[src/rtl/pipe_pkg.sv]
// Shared encodings for the RISCyMCU pipeline front-end and hazard controller.
// Defining PIPE_FORWARD_EN enables EX/WB operand bypass in hazard_unit.
package pipe_pkg;

  localparam logic [1:0] BS_NONE = 2'b00;
  localparam logic [1:0] BS_COND = 2'b01;
  localparam logic [1:0] BS_JMPR = 2'b10;
  localparam logic [1:0] BS_REL  = 2'b11;

  localparam logic [1:0] MD_ALU  = 2'b00;
  localparam logic [1:0] MD_MEM  = 2'b01;
  localparam logic [1:0] MD_DBIT = 2'b10;

  localparam logic [1:0] FWD_RF  = 2'b00;
  localparam logic [1:0] FWD_EX  = 2'b01;
  localparam logic [1:0] FWD_WB  = 2'b10;

  // All-zero instruction word decodes as a NOP; sized down to INSTR_W at use.
  localparam logic [31:0] NOP_INSTR = 32'h0;

endpackage

[src/rtl/hazard_unit.sv]
// RAW hazard compare of DOF sources against EX/WB destinations.
// With PIPE_FORWARD_EN defined it also produces bypass selects.
module hazard_unit
  import pipe_pkg::*;
#(
  parameter int REG_AW = 3
) (
  input  logic [REG_AW-1:0] i_dof_ra,
  input  logic [REG_AW-1:0] i_dof_rb,
  input  logic              i_use_a,
  input  logic              i_use_b,
  input  logic              i_ex_rw,
  input  logic [REG_AW-1:0] i_ex_da,
`ifdef PIPE_FORWARD_EN
  input  logic [1:0]        i_ex_md,
  input  logic              i_wb_rw,
  input  logic [REG_AW-1:0] i_wb_da,
`endif
  output logic              o_stall,
  output logic [1:0]        o_fwd_a,
  output logic [1:0]        o_fwd_b
);

  logic w_hit_ex_a;
  logic w_hit_ex_b;

  // Register 0 is hardwired zero, so writes to it never create a dependency.
  assign w_hit_ex_a = i_use_a & i_ex_rw & (i_ex_da != '0) & (i_ex_da == i_dof_ra);
  assign w_hit_ex_b = i_use_b & i_ex_rw & (i_ex_da != '0) & (i_ex_da == i_dof_rb);

`ifdef PIPE_FORWARD_EN
  logic w_hit_wb_a;
  logic w_hit_wb_b;

  assign w_hit_wb_a = i_use_a & i_wb_rw & (i_wb_da != '0) & (i_wb_da == i_dof_ra);
  assign w_hit_wb_b = i_use_b & i_wb_rw & (i_wb_da != '0) & (i_wb_da == i_dof_rb);

  // Only ALU results exist in EX; load and D-bit producers still need a bubble.
  assign o_stall = (w_hit_ex_a | w_hit_ex_b) & (i_ex_md != MD_ALU);

  always_comb begin
    o_fwd_a = FWD_RF;
    o_fwd_b = FWD_RF;
    if (w_hit_ex_a)      o_fwd_a = FWD_EX;
    else if (w_hit_wb_a) o_fwd_a = FWD_WB;
    if (w_hit_ex_b)      o_fwd_b = FWD_EX;
    else if (w_hit_wb_b) o_fwd_b = FWD_WB;
  end
`else
  assign o_stall = w_hit_ex_a | w_hit_ex_b;
  assign o_fwd_a = FWD_RF;
  assign o_fwd_b = FWD_RF;
`endif

endmodule

[src/rtl/pipe_ctrl.sv]
// Four-stage pipeline front-end: PC chain, IR, DOF->EX->WB control registers,
// branch flush and profiling counters. PIPE_FORWARD_EN enables bypass selects.
module pipe_ctrl
  import pipe_pkg::*;
#(
  parameter int PC_W    = 8,
  parameter int INSTR_W = 17,
  parameter int REG_AW  = 3,
  parameter int CNT_W   = 16
) (
  input  logic               clk,
  input  logic               rst,
  input  logic [INSTR_W-1:0] instr,
  input  logic [REG_AW-1:0]  dof_ra,
  input  logic [REG_AW-1:0]  dof_rb,
  input  logic               dof_use_a,
  input  logic               dof_use_b,
  input  logic               dof_rw,
  input  logic               dof_mw,
  input  logic               dof_ps,
  input  logic [REG_AW-1:0]  dof_da,
  input  logic [1:0]         dof_md,
  input  logic [1:0]         dof_bs,
  input  logic               ex_z,
  input  logic [PC_W-1:0]    br_target,
  input  logic [PC_W-1:0]    reg_target,
  input  logic               cnt_clr,
  output logic [PC_W-1:0]    pc,
  output logic [PC_W-1:0]    pc_1,
  output logic [PC_W-1:0]    pc_2,
  output logic [INSTR_W-1:0] ir,
  output logic               ex_rw,
  output logic               ex_mw,
  output logic               ex_ps,
  output logic [REG_AW-1:0]  ex_da,
  output logic [1:0]         ex_md,
  output logic [1:0]         ex_bs,
  output logic               wb_rw,
  output logic [REG_AW-1:0]  wb_da,
  output logic [1:0]         wb_md,
  output logic [1:0]         fwd_a,
  output logic [1:0]         fwd_b,
  output logic               stall,
  output logic               flush,
  output logic [CNT_W-1:0]   stall_cnt,
  output logic [CNT_W-1:0]   flush_cnt
);

  logic [PC_W-1:0]    r_pc, r_pc_1, r_pc_2;
  logic [INSTR_W-1:0] r_ir;
  logic               r_ex_rw, r_ex_mw, r_ex_ps;
  logic [REG_AW-1:0]  r_ex_da;
  logic [1:0]         r_ex_md, r_ex_bs;
  logic               r_wb_rw;
  logic [REG_AW-1:0]  r_wb_da;
  logic [1:0]         r_wb_md;
  logic [CNT_W-1:0]   r_stall_cnt, r_flush_cnt;

  logic               w_stall, w_taken, w_hold, w_bubble;
  logic [PC_W-1:0]    w_target, w_pc_next;

  hazard_unit #(.REG_AW(REG_AW)) u_hazard (
    .i_dof_ra (dof_ra),
    .i_dof_rb (dof_rb),
    .i_use_a  (dof_use_a),
    .i_use_b  (dof_use_b),
    .i_ex_rw  (r_ex_rw),
    .i_ex_da  (r_ex_da),
`ifdef PIPE_FORWARD_EN
    .i_ex_md  (r_ex_md),
    .i_wb_rw  (r_wb_rw),
    .i_wb_da  (r_wb_da),
`endif
    .o_stall  (w_stall),
    .o_fwd_a  (fwd_a),
    .o_fwd_b  (fwd_b)
  );

  assign w_taken  = ((r_ex_bs == BS_COND) & (r_ex_ps ^ ex_z)) | r_ex_bs[1];
  assign w_target = (r_ex_bs == BS_JMPR) ? reg_target : br_target;
  // A taken branch kills the stalled DOF instruction anyway, so flush overrides hold.
  assign w_hold   = w_stall & ~w_taken;
  assign w_bubble = w_stall | w_taken;

  always_comb begin
    w_pc_next = r_pc + PC_W'(1);
    if (w_taken)     w_pc_next = w_target;
    else if (w_hold) w_pc_next = r_pc;
  end

  always_ff @(posedge clk or negedge rst) begin
    if (!rst) begin
      r_pc   <= '0;
      r_pc_1 <= '0;
      r_pc_2 <= '0;
      r_ir   <= '0;
    end else begin
      r_pc <= w_pc_next;
      if (!w_hold) begin
        r_pc_1 <= r_pc + PC_W'(1);
        r_pc_2 <= r_pc_1;
        r_ir   <= w_taken ? INSTR_W'(NOP_INSTR) : instr;
      end
    end
  end

  always_ff @(posedge clk or negedge rst) begin
    if (!rst) begin
      r_ex_rw <= 1'b0;
      r_ex_mw <= 1'b0;
      r_ex_ps <= 1'b0;
      r_ex_da <= '0;
      r_ex_md <= '0;
      r_ex_bs <= '0;
      r_wb_rw <= 1'b0;
      r_wb_da <= '0;
      r_wb_md <= '0;
    end else begin
      r_ex_rw <= dof_rw & ~w_bubble;
      r_ex_mw <= dof_mw & ~w_bubble;
      r_ex_ps <= dof_ps;
      r_ex_da <= w_bubble ? '0 : dof_da;
      r_ex_md <= dof_md;
      r_ex_bs <= w_bubble ? BS_NONE : dof_bs;
      r_wb_rw <= r_ex_rw;
      r_wb_da <= r_ex_da;
      r_wb_md <= r_ex_md;
    end
  end

  always_ff @(posedge clk or negedge rst) begin
    if (!rst) begin
      r_stall_cnt <= '0;
      r_flush_cnt <= '0;
    end else if (cnt_clr) begin
      r_stall_cnt <= '0;
      r_flush_cnt <= '0;
    end else begin
      if (w_stall && (r_stall_cnt != '1)) r_stall_cnt <= r_stall_cnt + CNT_W'(1);
      if (w_taken && (r_flush_cnt != '1)) r_flush_cnt <= r_flush_cnt + CNT_W'(1);
    end
  end

  assign pc        = r_pc;
  assign pc_1      = r_pc_1;
  assign pc_2      = r_pc_2;
  assign ir        = r_ir;
  assign ex_rw     = r_ex_rw;
  assign ex_mw     = r_ex_mw;
  assign ex_ps     = r_ex_ps;
  assign ex_da     = r_ex_da;
  assign ex_md     = r_ex_md;
  assign ex_bs     = r_ex_bs;
  assign wb_rw     = r_wb_rw;
  assign wb_da     = r_wb_da;
  assign wb_md     = r_wb_md;
  assign stall     = w_stall;
  assign flush     = w_taken;
  assign stall_cnt = r_stall_cnt;
  assign flush_cnt = r_flush_cnt;

endmodule

[config.mk]
export PLATFORM = sky130hd
export DESIGN_NAME = pipe_ctrl
export DESIGN_NICKNAME = d
export VERILOG_FILES = /design/src/rtl/pipe_pkg.sv /design/src/rtl/hazard_unit.sv /design/src/rtl/pipe_ctrl.sv
export SDC_FILE = /design/constraint.sdc
export NUM_CORES = 1
export LEC_CHECK = 0
export BUFFER_PORTS_ARGS = -buffer_cell sky130_fd_sc_hd__clkbuf_2
export CAP_MARGIN = 5
export CORE_ASPECT_RATIO = 0.5
export CORE_MARGIN = 2
export CORE_UTILIZATION = 45
export DETAILED_ROUTE_END_ITERATION = 8
export PLACE_DENSITY = 0.71
export SYNTH_ARGS = -nofsm -noshare
export SYNTH_HDL_FRONTEND = slang
export SYNTH_SLANG_ARGS = --single-unit
[constraint.sdc]
create_clock -name clk -period 3.56 [get_ports clk]
set_input_delay 0.712 -clock clk [delete_from_list [all_inputs] [get_ports clk]]
set_output_delay 0.712 -clock clk [all_outputs]
set_load 0.02 [all_outputs]
==> run metrics, run 1 <==
largest net degree at the start of global routing 40; Setup crit end kind output pin; Final Hold Viols 0; Worst Path Required 2.85 ns; post-route ant nets 0; max-cap check violation count 0; Post-CTS Setup Bufs 0; number of global-route vias before repair 3219; Routed wire per std cell 14.4 um; vias per cell 5.20; Critical Path AT approximately 1.7 ns; Die Width 140 um; I/O pin cnt 150; CTS max path bufs 2; most used routing layer met2; initial core utilization 0.471; PortBufs 145; Pwr Density 613 mW/mm2; FF-to-FF path depth 6; most common cell after layout, fill and taps aside clkbuf_2; met1 Resource Use GR 0.253; synth unique cells 38; Worst-path clk slew 0.06 ns; H-tree depth 3; GR Util met3 0.0455; Worst Hold Class primary input to async pin; Worst Setup Start Kind flip-flop; Final nets 612; CTS resizes 0; Reg2Reg Setup Slack 1.18 ns; R2R Path Start stall_cnt[0]; Fin Clk Skew 0.00434 ns; worst setup path endpoint stall; most frequent cells in the layout clkbuf_2, dfrtp_1, nand2_1, a21oi_1, nor2_1; Lkg Pwr 2.45 nW; sequential area share after synthesis 0.535; met2 usage 0.330; CTS tree yes; register bit count reported by yosys 89; GPL Wtd Cong 0.828; GRT Total Usage 0.194; CTS root buf clkbuf_16; vias 3512; Area Overhead vs Synth 27.5%; Mapped Area 0.00416 mm2; DR DRC count 0; Slew HR 0.344; Setup TNS 0 ns; Final Max Tran Viols 0; Final HPWL DP about 7000 um; status finished, final reports clean; top fanout value on the critical path 10; CTS Hold Bufs 0; Avg Cell Area, Syn around 10 um2; highest achievable clock rate between 400 and 500 MHz; die height 72.0 um; DR pass1 iterations 4; endpoints failing setup 0; worst skew pair latency 0.34 ns; Num Clock Sinks 89; # diodes 0; first-pass GRT wire length 15700 um; core area 0.00883 mm2; site row count 24; total CTS buffers 9; Least-Margin Pin Slew 0.982 ns; Syn Inst Count 415; layout cells sized above 1 0.336; Synth Warn # 0; fill count 800; fin crit share 0.683; Tmin final 2.43 ns; Initial DRC Count 271; Die Area 0.0101 mm2; final WL 9730 um; capturing point of the worst reg2reg path stall_cnt[11]; WS Path Type flip-flop to output pin; total chip power 3.25 mW; RSZ-0062 raised after global routing no; total congestion overflow 0; Setup crit start ex_da[0]; initial antenna violation count 0; worst vdd ir 0.448 mV
-- area by class of cell --
class                      instances  area (um2)  share of cell area
clock buffer                      11         243              0.0457
clock inverter                     5         103              0.0193
tap                              117         146              0.0276
inverter                           5        18.8             0.00354
timing repair buffer             153         788               0.149
sequential                        89        2230               0.420
multi-input combinational        296        1780               0.336
-- flip-flops by register name (all words and copies together) (netlist names), 2 cells and up --
name	cells
ex_bs	2
ex_da	3
ex_md	2
flush_cnt	16
ir	17
pc	8
pc_1	8
pc_2	8
stall_cnt	16
wb_da	3
wb_md	2
-- through the flow --
| step | utilization | setup slack, ns | instance area [um2] | hold slack (ns) | cells |
|---|---|---|---|---|---|
| after global routing | 0.601 | 0.950 | 5310 | 0.380 | 676 |
| after floorplan | - | 1.12 | 4170 | 0.416 | 418 |
| after global placement | 0.562 | 1.10 | 4960 | 0.356 | 660 |
| final | 0.601 | 1.13 | 5310 | 0.350 | 676 |
| after CTS | 0.601 | 1.10 | 5310 | 0.367 | 676 |
| after detailed placement | 0.562 | 1.06 | 4960 | 0.359 | 660 |
-- cell usage after synthesis (all sizes together) --
cell type | count | area, um2
nand2b | 1 | 6.26
o31ai | 11 | 82.6
nand3 | 14 | 70.1
or3 | 8 | 50.1
and3 | 8 | 50.1
or2 | 4 | 25.0
nor2b | 13 | 81.3
nand2 | 55 | 206
inv | 5 | 18.8
buf | 19 | 115
xor2 | 5 | 43.8
a22oi | 1 | 7.51
mux2 | 13 | 146
nand4 | 9 | 56.3
dfrtp | 89 | 2230
clkbuf | 9 | 33.8
nor4 | 10 | 68.8
xnor2 | 24 | 210
a21oi | 31 | 155
nand3b | 1 | 7.51
a211oi | 8 | 65.1
a31oi | 7 | 43.8
conb | 1 | 3.75
ha | 3 | 37.5
or4 | 9 | 67.6
nand4b | 1 | 8.76
o21ai | 17 | 85.1
a21o | 1 | 7.51
nor2 | 26 | 97.6
nor4b | 3 | 26.3
nor3b | 1 | 7.51
nor3 | 6 | 30.0
and4 | 2 | 17.5
-- power breakdown --
| part | internal [mW] | switching, mW |
|---|---|---|
| clock | 0.704 | 0.375 |
| combinational | 0.312 | 0.519 |
| sequential | 1.19 | 0.150 |
| total | 2.21 | 1.04 |
-- how the worst min path moves through the flow --
stage	from	to	slack, ns	cells after the start
after detailed placement	ex_md[0]	wb_md[0]	0.36	0
after CTS	rst	stall_cnt[6]	0.37	1
after floorplan	rst	ex_bs[0]	0.42	0
after global placement	ex_md[1]	wb_md[1]	0.36	0
final	rst	stall_cnt[13]	0.35	1
after global routing	ex_md[0]	wb_md[0]	0.38	0
-- metal layers --
| metal | part of all wire | vias to the layer above | routed length (um) |
|---|---|---|---|
| met5 | 0 | - | 0 |
| met4 | 0.014 | 0 | 138 |
| met2 | 0.49 | 81 | 4800 |
| met3 | 0.043 | 13 | 418 |
| li1 | - | 1737 | - |
| met1 | 0.45 | 1681 | 4380 |
-- cell families after synthesis --
| kind of cell | Yosys count | synth area share |
|---|---|---|
| and+or+nand+nor | 171 | 0.211 |
| DFF | 89 | 0.535 |
| AOI/OAI and AO/OA | 76 | 0.107 |
| buffers and inverters | 33 | 0.0403 |
| xor gates and xnor gates | 29 | 0.0611 |
| muxes | 13 | 0.0352 |
| adders and majority gates | 3 | 0.00902 |
| other | 1 | 0.000901 |
-- critical path, cell delays in order (launching register included) --
cell,delay [ns]
dfrtp_1,0.45
o31ai_1,0.37
a21o_1,0.31
inv_1,0.09
clkbuf_2,0.16
Note: power is estimated with default switching activity, not from simulation.
==> inputs of run 2 (changes only) <==
==> constraint.sdc (replaced) <==
create_clock -name clk -period 2.5 [get_ports clk]
set_input_delay 0.5 -clock clk [delete_from_list [all_inputs] [get_ports clk]]
set_output_delay 0.5 -clock clk [all_outputs]
set_load 0.02 [all_outputs]
==> run 2 against run 1 <==
Effect of this change: highest routed layer unchanged; clock skew increased by 0.0025 ns; largest power group unchanged; clock power increased by 29%; flip-flop and latch count unchanged; die area unchanged; clock-buffer cell count unchanged; utilization increased by 0.28 points.
==> run metrics, run 2 (synthesized netlist as in run 1, its figures left out) <==
site row count 24; RSZ-0062 raised after global routing no; most common cell after layout, fill and taps aside clkbuf_2; vias around 3.5k; Worst Hold Class primary input to async pin; layout cells sized above 1 0.343; fin util 0.604; Seq. cell area 0.00223 mm2; GRT Total Usage 0.197; most frequent cells in the layout clkbuf_2, dfrtp_1, nand2_1, a21oi_1, nor2_1; max-cap check violation count 0; worst skew pair latency 0.34 ns; worst vdd ir approximately 0.63 mV; Setup crit end kind output pin; Area Overhead vs Synth 28.2%; Final Hold Viols 0; fin crit share 0.954; WS Path Type flip-flop to output pin; initial core utilization 0.471; die height a little over 70 um; Critical Path AT 1.89 ns; Least-Margin Pin Slew 0.721 ns; I/O pin cnt 150; Initial DRC Count around 270; Clk pwr share 0.309; DR pass1 iterations 4; first-pass GRT wire length 16000 um; Slew HR 0.519; Num Clock Sinks 89; number of global-route vias before repair ~3.3k; largest net degree at the start of global routing 55; Setup TNS 0 ns; Fin Clk Skew 0.00683 ns; Worst Path Required 2.00 ns; post-route ant nets 0; vias per cell 5.22; Tmin final 2.39 ns; CTS Hold Bufs 0; total CTS buffers 9; Worst Setup Start Kind flip-flop; CTS tree yes; Routed wire per std cell 14.3 um; final WL 9720 um; status finished, final reports clean; max FFs per register 17; Lkg Pwr 2.46 nW; DR DRC count 0; CTS max path bufs 2; fill count 783; Pwr Density 845 mW/mm2; switch share 0.337; GPL Wtd Cong 0.826; total net switching power 1.52 mW; Final HPWL DP between 6000 and 7000 um; internal power roughly 3 mW; initial antenna violation count 0; Die Width between 100 and 150 um; Final Max Tran Viols 0; Die Area 0.0101 mm2; Worst-path clk slew 0.06 ns; area of the multi-input gates 0.00178 mm2; # diodes 0; total congestion overflow 0; Final nets a little over 600; Reg power frac 0.426; Logic pwr share 0.264; H-tree depth 3; CTS root buf clkbuf_16; top fanout value on the critical path 53; core area 0.00883 mm2; CTS resizes 0; endpoints failing setup 0; Post-CTS Setup Bufs 0; PortBufs 145; highest achievable clock rate 419 MHz
[run 2: cell types whose count changed in the layout (fill, tap and decap cells not counted), sizes merged]
cell / previous run / this run
buf: 9 / 13
inv: 5 / 6
bufinv: 3 / 1
clkinvlp: 1 / 2
[run 2: power groups by stage]
stage | Sequential (mW) | Clock [mW] | Combinational (mW)
global route | 1.96 | 1.50 | 1.30
finish | 1.92 | 1.39 | 1.19
detailed placement | 1.95 | 0 | 1.21
floorplan | 2.23 | 0 | 0.444
global placement | 1.93 | 0 | 1.19
CTS | 1.92 | 1.42 | 1.21
[run 2: layer usage]
| metal | global-route usage | share of wire |
|---|---|---|
| met5 | 0 | 0 |
| met4 | 0.0533 | 0.013 |
| met3 | 0.0568 | 0.043 |
| met2 | 0.326 | 0.49 |
| met1 | 0.261 | 0.45 |
[run 2: final cells by class]
type,count,area share
tap,117,0.0275
inverter,5,0.00352
timing repair buffer,157,0.158
clock inverter,5,0.0117
clock buffer,11,0.0474
sequential,89,0.418
multi-input combinational,296,0.334
[run 2: worst max-delay path: stages, from the launching register on]
cell	delay, ns
dfrtp_1	0.43
o31ai_1	0.41
a21o_1	0.19
buf_12	0.24
inv_1	0.10
clkbuf_2	0.17
[run 2: stage by stage]
stage	std cells	cell area (um2)	worst slack, ns	hold WS [ns]	power, mW
global route	680	5330	0.00952	0.152	4.75
finish	680	5330	0.114	0.128	4.51
detailed placement	664	5020	0.309	0.361	3.15
floorplan	418	4170	0.414	0.204	2.67
global placement	664	5020	0.359	0.356	3.12
CTS	680	5330	0.0948	0.136	4.55
[run 2: final timing paths]
path | start | end | slack [ns] | cells past startpoint
max | ex_da[1] | stall | 0.11 | 5
min | rst | flush_cnt[0] | 0.13 | 1
max reg2reg | ex_da[1] | pc[6] | 0.30 | 7
min reg2reg | ex_md[0] | wb_md[0] | 0.37 | 0
max in group asynchronous | rst | pc[1] | 1.73 | 2
min in group clk | dof_md[0] | ex_md[0] | 0.26 | 1
==> inputs of run 3 (changes only) <==
--- a/config.mk
+++ b/config.mk
@@ -11,7 +11,7 @@
 export CORE_MARGIN = 2
 export CORE_UTILIZATION = 45
 export DETAILED_ROUTE_END_ITERATION = 8
-export PLACE_DENSITY = 0.71
+export PLACE_DENSITY = 0.73
 export SYNTH_ARGS = -nofsm -noshare
 export SYNTH_HDL_FRONTEND = slang
 export SYNTH_SLANG_ARGS = --single-unit
==> constraint.sdc (replaced) <==
create_clock -name clk -period 2.03 [get_ports clk]
set_input_delay 0.406 -clock clk [delete_from_list [all_inputs] [get_ports clk]]
set_output_delay 0.406 -clock clk [all_outputs]
set_load 0.02 [all_outputs]
==> run 3 against run 2 <==
Effect of this change: final cell count rose by 3.4%; flip-flop and latch count did not move; highest routed layer unchanged; via count rose by 2.1%; combinational power rose by 30%; the flow now finishes with violations (setup timing); global-route usage rose by 1.3 points; die area did not move; critical path type is now flip-flop to flip-flop.
==> run metrics, run 3 (synthesized netlist as in run 1, its figures left out) <==
status finished with violations; violated checks setup timing; endpoints failing setup 10; highest achievable clock rate 484 MHz; Pwr Density 997 mW/mm2; Final Hold Viols 0; Worst Hold Class primary input to flip-flop; site row count 24; area of the multi-input gates 0.00192 mm2; RSZ-0062 raised after global routing yes; WS Path Type flip-flop to flip-flop; Least-Margin Pin Slew between 0.6 and 0.7 ns; # diodes 0; Metal-1 WL 4680 um; Die Width 140 um; Setup crit start ex_da[1]; vias per cell between 5 and 6; Worst Path Required roughly 2.3 ns; H-tree depth 3; internal power roughly 3.8 mW; layout cells sized above 1 0.423; met2 WL post-DR 5180 um; Die Area 0.0101 mm2; final WL 10400 um; R2R Path Start ex_da[1]; Area Overhead vs Synth 38.0%; min-delay src dof_ps; Final Max Tran Viols 0; initial antenna violation count 0; PortBufs ~150; Final HPWL DP 7180 um; GRT Total Usage 0.210; switch share 0.336; Tmin final 2.07 ns; Clk pwr share 0.317; Worst-path clk slew 0.07 ns; fin cells 703; Setup WS post-layout -0.0359 ns; max FFs per register 17; number of global-route vias before repair 3376; total net switching power 1.92 mW; Final nets 639; CTS root buf clkbuf_16; CTS max path bufs 2; Num Clock Sinks 89; most frequent cells in the layout clkbuf_2, dfrtp_1, nand2_1, buf_4, nor2_1; Fin Clk Skew 0.00614 ns; Reg2Reg Setup Slack -0.04 ns; Slew HR 0.546; first-pass GRT wire length 16800 um; most common cell after layout, fill and taps aside clkbuf_2; fin util 0.651; DR pass1 iterations 4; CTS tree yes; Setup TNS -0.183 ns; max-cap check violation count 0; Lkg Pwr 2.65 nW; Place WS 0.0401 ns; fill count about 730; total congestion overflow 0; Critical Path AT between 2 and 2.5 ns; die height 72.0 um; I/O pin cnt 150; core area between 0.008 and 0.009 mm2; largest net degree at the start of global routing 36; placed insts approximately 680; DR DRC count 0; design area ~0.0057 mm2; total CTS buffers 9; GPL Wtd Cong approximately 0.83; top fanout value on the critical path 13; Reg power frac 0.412; total chip power ~5.7 mW; fin crit share 1.02; Worst Setup Start Kind flip-flop; post-route ant nets 0; Logic pwr share 0.271; Max Used Layer met4; vias 3623; worst vdd ir 0.803 mV; WHS roughly 0.17 ns; dpl cell area 0.00514 mm2; Seq. cell area 0.00223 mm2; initial core utilization 0.471; Routed wire per std cell 14.8 um; DR WL met3 460 um; Initial DRC Count between 200 and 250; Setup crit end kind flip-flop; worst skew pair latency 0.34 ns
## run 3: cell types whose count changed in the layout (fill, tap and decap cells not counted), moves of 6 or more
cell	before	now
xnor2_2	0	6
buf_4	11	28
or4_1	9	1
a21oi_2	1	9
a21oi_1	30	22
xnor2_1	24	18
or4_4	0	8
## run 3: layer usage
metal / vias up / global-route usage
met5: - / 0
met4: 0 / 0.0689
li1: 1798 / -
met1: 1731 / 0.273
met2: 83 / 0.350
met3: 11 / 0.0554
## run 3: worst max-delay path: stages (launching register included)
cell,delay [ns]
dfrtp_2,0.47
xnor2_2,0.18
nand4_1,0.14
a21o_1,0.24
buf_12,0.14
buf_6,0.15
or4_4,0.52
a21oi_2,0.14
## run 3: final cells by class
cell class | instances | area share
well taps | 117 | 0.0255
inverters | 5 | 0.00458
multi-input cells | 296 | 0.334
clock inverters | 7 | 0.0176
flip-flops and latches | 89 | 0.389
clock buffers | 9 | 0.0392
repair buffers | 180 | 0.190
## run 3: power by group through the flow
stage | clock network, mW | logic, mW | registers, mW
2_1_floorplan | 0 | 0.548 | 2.74
3_3_place_gp | 0 | 1.48 | 2.37
3_5_place_dp | 0 | 1.50 | 2.38
4_1_cts | 1.85 | 1.54 | 2.35
5_1_grt | 1.93 | 1.69 | 2.41
6_report | 1.81 | 1.55 | 2.36
## run 3: worst paths after layout
check	to	depth (start not counted)
min in group asynchronous	ex_ps	2
worst max register to register	stall_cnt[7]	7
worst min-delay path	ex_ps	1
worst min register to register	wb_md[0]	0
worst max-delay path	stall_cnt[7]	7
max in group asynchronous	stall_cnt[12]	3
## run 3: timing repair
action                                  4_1_cts  5_1_grt
buffers inserted                              6        1
hold endpoints to repair                     16        0
endpoints found under the setup margin        2       48
gates resized for setup                      12       33
pin swaps                                    11       11
hold buffers                                  1        0
gates cloned                                  1        0
